==> src/rtl/tile_pkg.sv <==
// Shared types and default geometry for the tile scheduler and its helpers.
package tile_pkg;

    localparam int IMG_W   = 400;
    localparam int IMG_H   = 400;
    localparam int TILE    = 10;
    localparam int TILES_X = IMG_W / TILE;
    localparam int TILES_Y = IMG_H / TILE;

    typedef enum logic [2:0] {
        IDLE,
        ISSUE,
        WAIT_DONE,
        ADVANCE,
        PAUSE,
        FINISH
    } sched_state_t;

    typedef enum logic {
        RUN,
        STEP
    } mode_t;

    // Full-width unsigned pixel address of a tile's top-left corner.
    function automatic logic [31:0] tile_base(input logic [5:0] tx, input logic [5:0] ty,
                                              input int tile, input int img_w);
        return (32'(ty) * 32'(tile)) * 32'(img_w) + 32'(tx) * 32'(tile);
    endfunction

endpackage

==> src/rtl/button_event.sv <==
// Raw button to single-cycle press event: 2-FF synchronizer, stability filter,
// and a pulse on the accepted 0->1 transition only.
module button_event #(
    parameter int DB_CYCLES = 500000
) (
    input  logic clk,
    input  logic rst_n,
    input  logic btn,
    output logic press
);

    localparam int CNT_W = $clog2(DB_CYCLES + 1);

    logic             sync1;
    logic             sync2;
    logic             level;
    logic [CNT_W-1:0] cnt;

    // NOTE: sequential state uses non-blocking assignments so every flop
    // samples the pre-edge values, whatever order the statements appear in.
    always_ff @(posedge clk or negedge rst_n) begin
        if (!rst_n) begin
            sync1 <= 1'b0;
            sync2 <= 1'b0;
            level <= 1'b0;
            cnt   <= '0;
            press <= 1'b0;
        end else begin
            sync1 <= btn;
            sync2 <= sync1;
            press <= 1'b0;
            // cnt tracks consecutive cycles the synchronized input differs from the accepted level
            if (sync2 == level) begin
                cnt <= '0;
            end else if (cnt == CNT_W'(DB_CYCLES - 1)) begin
                level <= sync2;
                cnt   <= '0;
                press <= sync2;
            end else begin
                cnt <= cnt + 1'b1;
            end
        end
    end

endmodule

==> src/rtl/tile_scheduler.sv <==
// Walks the tile grid in raster order, issuing one job at a time to the tile
// engine, with run and single-step modes driven by the start/step buttons.
module tile_scheduler
    import tile_pkg::*;
#(
    parameter int IMG_W     = tile_pkg::IMG_W,
    parameter int IMG_H     = tile_pkg::IMG_H,
    parameter int TILE      = tile_pkg::TILE,
    parameter int ADDR_W    = 18,
    parameter int DB_CYCLES = 500000
) (
    input  logic              clk,
    input  logic              rst_n,
    input  logic              start,
    input  logic              step,
    output logic              tile_valid,
    input  logic              tile_ready,
    input  logic              tile_done,
    output logic [5:0]        tile_x,
    output logic [5:0]        tile_y,
    output logic [ADDR_W-1:0] tile_base_addr,
    output logic              busy,
    output logic              paused,
    output logic              done,
    output logic [11:0]       tiles_completed
);

    localparam int TILES_X = IMG_W / TILE;
    localparam int TILES_Y = IMG_H / TILE;

    logic start_ev;
    logic step_ev;

    button_event #(.DB_CYCLES(DB_CYCLES)) u_start_btn (
        .clk   (clk),
        .rst_n (rst_n),
        .btn   (start),
        .press (start_ev)
    );

    button_event #(.DB_CYCLES(DB_CYCLES)) u_step_btn (
        .clk   (clk),
        .rst_n (rst_n),
        .btn   (step),
        .press (step_ev)
    );

    sched_state_t      state;
    mode_t             mode;
    mode_t             next_mode;
    logic              x_last;
    logic              y_last;
    logic [5:0]        next_x;
    logic [5:0]        next_y;
    logic [ADDR_W-1:0] next_base;

    // NOTE: every always_comb output gets a default first, so no path can
    // leave it unassigned and infer a latch.
    always_comb begin
        next_mode = mode;
        if (start_ev) begin
            next_mode = RUN;
        end else if (step_ev) begin
            next_mode = STEP;
        end

        x_last    = (tile_x == 6'(TILES_X - 1));
        y_last    = (tile_y == 6'(TILES_Y - 1));
        next_x    = x_last ? 6'd0 : tile_x + 6'd1;
        next_y    = x_last ? tile_y + 6'd1 : tile_y;
        next_base = ADDR_W'(tile_base(next_x, next_y, TILE, IMG_W));
    end

    always_ff @(posedge clk or negedge rst_n) begin
        if (!rst_n) begin
            state           <= IDLE;
            mode            <= RUN;
            tile_x          <= '0;
            tile_y          <= '0;
            tile_base_addr  <= '0;
            tile_valid      <= 1'b0;
            busy            <= 1'b0;
            paused          <= 1'b0;
            done            <= 1'b0;
            tiles_completed <= '0;
        end else begin
            // Button events retarget the mode in every state; a job in flight is never aborted.
            mode <= next_mode;

            case (state)
                IDLE: begin
                    if (start_ev || step_ev) begin
                        state      <= ISSUE;
                        tile_valid <= 1'b1;
                        busy       <= 1'b1;
                    end
                end

                ISSUE: begin
                    if (tile_ready) begin
                        state      <= WAIT_DONE;
                        tile_valid <= 1'b0;
                    end
                end

                WAIT_DONE: begin
                    if (tile_done) begin
                        state           <= ADVANCE;
                        busy            <= 1'b0;
                        tiles_completed <= tiles_completed + 12'd1;
                    end
                end

                ADVANCE: begin
                    if (x_last && y_last) begin
                        state <= FINISH;
                        done  <= 1'b1;
                    end else begin
                        tile_x         <= next_x;
                        tile_y         <= next_y;
                        tile_base_addr <= next_base;
                        if (next_mode == RUN) begin
                            state      <= ISSUE;
                            tile_valid <= 1'b1;
                            busy       <= 1'b1;
                        end else begin
                            state  <= PAUSE;
                            paused <= 1'b1;
                        end
                    end
                end

                PAUSE: begin
                    if (start_ev || step_ev) begin
                        state      <= ISSUE;
                        paused     <= 1'b0;
                        tile_valid <= 1'b1;
                        busy       <= 1'b1;
                    end
                end

                FINISH: begin
                    if (start_ev || step_ev) begin
                        state           <= ISSUE;
                        done            <= 1'b0;
                        tiles_completed <= '0;
                        tile_x          <= '0;
                        tile_y          <= '0;
                        tile_base_addr  <= '0;
                        tile_valid      <= 1'b1;
                        busy            <= 1'b1;
                    end
                end

                default: state <= IDLE;
            endcase
        end
    end

endmodule

==> config.mk <==
export PLATFORM = sky130hd
export DESIGN_NAME = tile_scheduler
export DESIGN_NICKNAME = d
export VERILOG_FILES = /design/src/rtl/tile_pkg.sv /design/src/rtl/button_event.sv /design/src/rtl/tile_scheduler.sv
export SDC_FILE = /design/constraint.sdc
export NUM_CORES = 1
export LEC_CHECK = 0
export CORE_MARGIN = 10
export CORE_UTILIZATION = 45
export CTS_BUF_LIST = sky130_fd_sc_hd__clkbuf_4 sky130_fd_sc_hd__clkbuf_8 sky130_fd_sc_hd__clkbuf_16
export DETAILED_ROUTE_END_ITERATION = 12
export GPL_TIMING_DRIVEN = 0
export PLACE_DENSITY = 0.68
export SKIP_CTS_REPAIR_TIMING = 1
export SLEW_MARGIN = 10
export SYNTH_ARGS = -nofsm -noshare
export SYNTH_HDL_FRONTEND = slang
export SYNTH_SLANG_ARGS = --single-unit
==> constraint.sdc <==
create_clock -name clk -period 12.1 [get_ports clk]
set_input_delay 1.815 -clock clk [delete_from_list [all_inputs] [get_ports clk]]
set_output_delay 1.815 -clock clk [all_outputs]
set_load 0.02 [all_outputs]
; ---- After elaboration in Yosys (flattened, before gate mapping)
; Index checks and enable logic that the tools add are counted.
[word_totals]
elab_cells = 111
rom_bits = 0
inputBits = 6
ram_bits = 0
output_inout_bits = 46
memories = 0
regBits = 96
latchBits = 0
[classes]
muxes = 42
order_cmp = 0
n_eq_ne = 20
reduce_logical = 18
n_addsub = 6
shifts = 0
div = 0
n_mul = 3
bitwise_logic = 2
[op_table]
columns = cell, n
row1 = two-way mux 19 bit, 4
row2 = adder 19 x 1 -> 19 bit (second input constant), 2
row3 = equality test 19 bit (second input constant), 2
row4 = two-way mux 18 bit, 2
row5 = case mux 18 bit (2 select lines), 1
row6 = two-way mux 6 bit, 5
row7 = two-way mux 12 bit, 2
row8 = case mux 12 bit (2 select lines), 1
row9 = case mux 6 bit (2 select lines), 2
row10 = adder 18 x 10 -> 18 bit, 1
row11 = multiplier 6 x 3 -> 9 bit (second input constant), 2
row12 = != test 2 bit (second input constant), 8
row13 = two-way mux 1 bit, 15
row14 = two-way mux 3 bit, 5
row15 = multiplier 9 x 5 -> 13 bit (second input constant), 1
row16 = adder 12 x 1 -> 12 bit (second input constant), 1
row17 = adder 6 x 1 -> 6 bit (second input constant), 2
row18 = equality test 6 bit (second input constant), 2
row19 = case mux 3 bit (4 select lines), 1
row20 = AND reduction 3 bit, 4
row21 = AND reduction 5 bit, 2
row22 = equality test 3 x 2 -> 1 bit (second input constant), 2
row23 = equality test 3 bit (second input constant), 2
row24 = case mux 1 bit (3 select lines), 2
row25 = 13 further kinds, 20

; ---- Logic depth before layout (Yosys ltp)
[logic_depth]
word_depth = 7
depth_mapped = 25
ltp_nobuf = 25

; ---- Cells and area by module
; From an unflattened synthesis, not the netlist that was laid out.
[unflattened]
cells_unflattened = 647
hier_area_um2 = 6049.6
[by_module_without_submodules]
columns = module, area_each_um2, seq_area_each_um2, instances, cells_each
row1 = tile_scheduler, 3812.4, 1176.1, 1, 427
row2 = button_event, 1118.6, 575.6, 2, 110

; ---- Worst setup path after synthesis
; No wires, ideal clock.
[synth_timing]
path_kind = flip-flop to flip-flop
from = register tile_x[0]
to = register tile_base_addr[17]
path_buffers = 0
stages_incl_launch_ff = 24
setup_slack_ns = 6.068
period_less_slack_ns = 6.032
t_required_ns = 12.031
setup_time_ns = 0.069
t_arrival_ns = 5.963
cell_sequence = dfrtp_1 > ha_1 > nand4b_1 > nor2_1 > nand2_1 > xor2_1 > inv_1 > ha_1 > ha_1 > inv_1 > fa_1 > xor2_1 > inv_1 > ha_1 > ha_1 > fa_1 > ha_1 > o21ai_0 > or4b_2 > o311ai_1 > nand4_1 > o21a_1 > or4_1 > nand3_1
[synth_via]
elab_chain_cells = 7
elab_cells_between_ends = 13
classes_between = add/sub: 2 / mul: 3 / eq/ne: 2 / mux: 4 / reduce/logical: 2
[synth_lines]
columns = element, line
row1 = from (decl), tile_scheduler.sv:19  ; output logic [5:0] tile_x,
row2 = from (signal assigned), tile_scheduler.sv:119  ; tile_x <= next_x;
row3 = equality test 6 bit, tile_scheduler.sv:67  ; x_last = (tile_x == 6'(TILES_X - 1));
row4 = two-way mux 6 bit, tile_scheduler.sv:70  ; next_y = x_last ? tile_y + 6'd1 : tile_y;
row5 = multiplier 6 x 3 -> 9 bit, tile_pkg.sv:27  ; return (32'(ty) * 32'(tile)) * 32'(img_w) + 32'(tx) * 32'(tile);
row6 = multiplier 9 x 5 -> 13 bit, tile_pkg.sv:27
row7 = adder 18 x 10 -> 18 bit, tile_pkg.sv:27
row8 = two-way mux 18 bit, tile_scheduler.sv:115  ; if (x_last && y_last) begin
row9 = case mux 18 bit (2 select lines), tile_scheduler.sv:90  ; case (state)
row10 = to (signal assigned), tile_scheduler.sv:121  ; tile_base_addr <= next_base;
row11 = to (decl), tile_scheduler.sv:21  ; output logic [ADDR_W-1:0] tile_base_addr,
; Parallel ways exist; a longest one is shown, timed or not. The select of a mux whose other input is x is not followed.
; A chain may end at the register's enable or synchronous reset.

; ---- Final worst setup path
; Ends and elaborated chain as after synthesis.

==> metrics <==
Seq pwr share=39.7%; switching part of the total=34.03%; Layout Utilization=53.35%; DRC Markers=0; Die H=135.3 um; share of cells above drive strength 1=5.532%; full die area=0.01830 mm^2; Most used DFF post-synth=dfrtp_1; most frequent cells after synthesis=dfrtp_1, nor2_1, nand2_1; Seq/Total Area, Yosys=38.92%; total track usage=14.75%; drt pass-1 iters=5; RSZ-0062 raised after global routing=false; DRT antenna net count=0; CTS root buf=clkbuf_16; Final #Nets=765; syn_nets=703; Initial Utilization=45.51%; Final WS setup=5261 ps; Yosys reg bits=93; Max clock buf depth=2; Clk pwr share=29.6%; Reg-to-Reg Start=tile_x[0]; hold depth=0; non-filler instance count after layout=881; NetSw=0.3224 mW; Critical Path Sink Type=flip-flop; synthesis-to-finish area growth=17.22%; FF-to-FF path depth=24; Synth top area share=38.92%; asr flop ratio synth=100.0%; Worst R2R End=tile_base_addr[17]; Iteration-0 DRC Markers=289; Hold Crit Class=reg2reg; CP Launch Point=tile_x[0]; gp weighted congestion=0.8386; CP Class=reg2reg; Fin Setup TNS=0 ps; vias in the first global route=4646; global-route wire length before repair=22250 um; Post-Syn Area=0.005979 mm^2; hold_sp=u_start_btn.sync1; Rows=42; Leak=3.299 nW; number of synthesized flops with an enable pin=0; Mean Syn Cell Area=9.343 um^2; DP HPWL=9834 um; setup slack at placement=5318 ps; Pins Over Slew Limit=0; largest net degree at the start of global routing=67; clk_lat worst skew=350 ps; r2r setup slk=5260 ps; Core Area=0.01314 mm^2; CP Launch Type=flip-flop; Required @ worst endpoint=12390 ps; Via-to-Cell Ratio=5.364; I/O pin count=52; antenna violations before repair=0; H-tree levels=3; Fin. Hold Viols=0; cell taking the most area after synthesis=dfrtp_1; Antenna diodes=0; cell internal pwr=0.6252 mW; CTS Sinks=93; Max VDD drop=0.07200 mV; CTS tree=yes; CP max FO=10; outcome=completed; minimum clock period=6839 ps; cell with the most instances after synthesis=dfrtp_1; Worst-Margin Slew=782.2 ps; Design Power=0.9476 mW; Setup Viol. Count Final=0; Worst EP arrival=7130 ps; Vias=4726; port bufs=50; Synth area leaders=dfrtp_1, ha_1, xor2_1, xnor2_1, nor2_1; MaxCap Viol Count=0; Post-Syn Instances=640; gr ovfl total=0; Logic pwr share=30.7%; Synth warnings=0; pwr dens=135.2 mW/mm^2; Distinct cells, synth=65; clk slew on worst S/H paths=70 ps; worst hold endpoint=u_start_btn.sync2; placed insts=867; wire per inst=15.05 um; crit share post-route=56.52%; worst clock skew=8.558 ps; Die X=135.3 um; maximum clock frequency=146.2 MHz; total CTS buffers=9; final WL=13260 um; Slew headroom=47.66%
cell type report:
type | count | area, um^2
clock buffers | 10 | 232.7
well taps | 176 | 220.2
multi-input cells | 498 | 3440
repair buffers | 51 | 525.5
fillers | 1207 | 6128
plain buffers | 21 | 107.6
flip-flops and latches | 93 | 2327
clock inverters | 4 | 51.30
inverters | 28 | 105.1
worst max-delay path, cell delays in order, from the launching register on:
cell      delay (ps)
dfrtp_1          460
ha_1             330
nand4b_1         160
nor2_1           520
nand2_1          180
xor2_1           280
inv_1             80
ha_1             280
ha_1             210
inv_1             70
fa_1             220
nor2b_1           60
o21ai_0          400
nand2b_1         130
xnor2_1          380
xnor2_1          140
ha_1             310
ha_1             290
ha_1             350
or4b_2           680
o311ai_1         190
nand4_1          290
o21a_1           260
or4_1            410
nand3_1          100
cells in the final DEF, fill, tap and decap left out, types with 4 or more instances in the layout:
| cell type | synthesis | final |
|---|---|---|
| dfrtp_1 | 93 | 93 |
| nor2_1 | 79 | 79 |
| nand2_1 | 64 | 64 |
| ha_1 | 51 | 51 |
| clkdlybuf4s50_1 | 0 | 49 |
| xor2_1 | 42 | 42 |
| xnor2_1 | 35 | 35 |
| nand3_1 | 30 | 30 |
| inv_1 | 28 | 28 |
| o21ai_0 | 28 | 28 |
| a21oi_1 | 20 | 20 |
| and3_1 | 14 | 14 |
| clkbuf_1 | 13 | 13 |
| o31ai_1 | 10 | 10 |
| nor2b_1 | 9 | 9 |
| clkbuf_16 | 0 | 9 |
| nand4_1 | 8 | 8 |
| nor3b_1 | 6 | 6 |
| a21o_1 | 6 | 6 |
| nand2b_1 | 6 | 6 |
| o21a_1 | 6 | 6 |
| buf_4 | 5 | 6 |
| fa_1 | 6 | 6 |
| and2_1 | 5 | 5 |
| nor3_1 | 5 | 5 |
| and4_1 | 4 | 4 |
| a22o_1 | 4 | 4 |
state kept, by name, indices dropped and copies added, names as in the netlist:
name / cells
done: 1
tile_base_addr: 15
u_start_btn.cnt: 19
u_start_btn.level: 1
u_step_btn.level: 1
paused: 1
tile_x: 6
u_step_btn.sync1: 1
u_step_btn.cnt: 19
u_step_btn.sync2: 1
tile_y: 6
tile_valid: 1
u_start_btn.press: 1
mode: 1
u_start_btn.sync1: 1
busy: 1
state: 3
u_start_btn.sync2: 1
u_step_btn.press: 1
tiles_completed: 12
per-layer routing:
| layer | wire [um] | GRT usage [%] | vias up |
|---|---|---|---|
| li1 | - | - | 2337 |
| met1 | 6072 | 18.76 | 2288 |
| met2 | 6361 | 24.36 | 83 |
| met3 | 597 | 2.819 | 18 |
| met4 | 231 | 5.383 | 0 |
| met5 | 0 | 0 | - |
worst max-delay path by stage:
stage | endpoint | slack (ps) | cells after the start
after floorplan | tile_base_addr[17] | 6070 | 23
after global placement | tile_base_addr[17] | 5350 | 24
after detailed placement | tile_base_addr[17] | 5320 | 24
after CTS | tile_base_addr[17] | 5250 | 24
after global routing | tile_base_addr[17] | 4690 | 22
final | tile_base_addr[17] | 5260 | 24
metrics by stage:
step	hold WS, ps	cell area [um^2]
final	351.2	7009
after global routing	358.7	7009
after CTS	349.0	7009
after detailed placement	334.7	6725
after global placement	332.4	6700
after floorplan	331.2	5979
kinds of logic (layout without fill, tap and decap cells):
logic type,Yosys count,count (layout),share of synthesized area (%)
other,1,1,0.06271
DFF,93,93,38.92
and+or+nand+nor,259,259,21.80
xor gates and xnor gates,77,77,11.28
muxes,4,4,0.7323
AOI/OAI and AO/OA,100,100,10.96
buffers and inverters,49,114,3.557
adders and majority gates,57,57,12.68
power groups by stage:
stage               Sequential, mW  Combinational (mW)  Clock (mW)
CTS                          0.377               0.297       0.285
finish                       0.376               0.291       0.280
global route                 0.382               0.331       0.297
detailed placement           0.382               0.295           0
global placement             0.381               0.284           0
floorplan                    0.402               0.149           0
No activity file was read; power rests on OpenSTA's default activity.
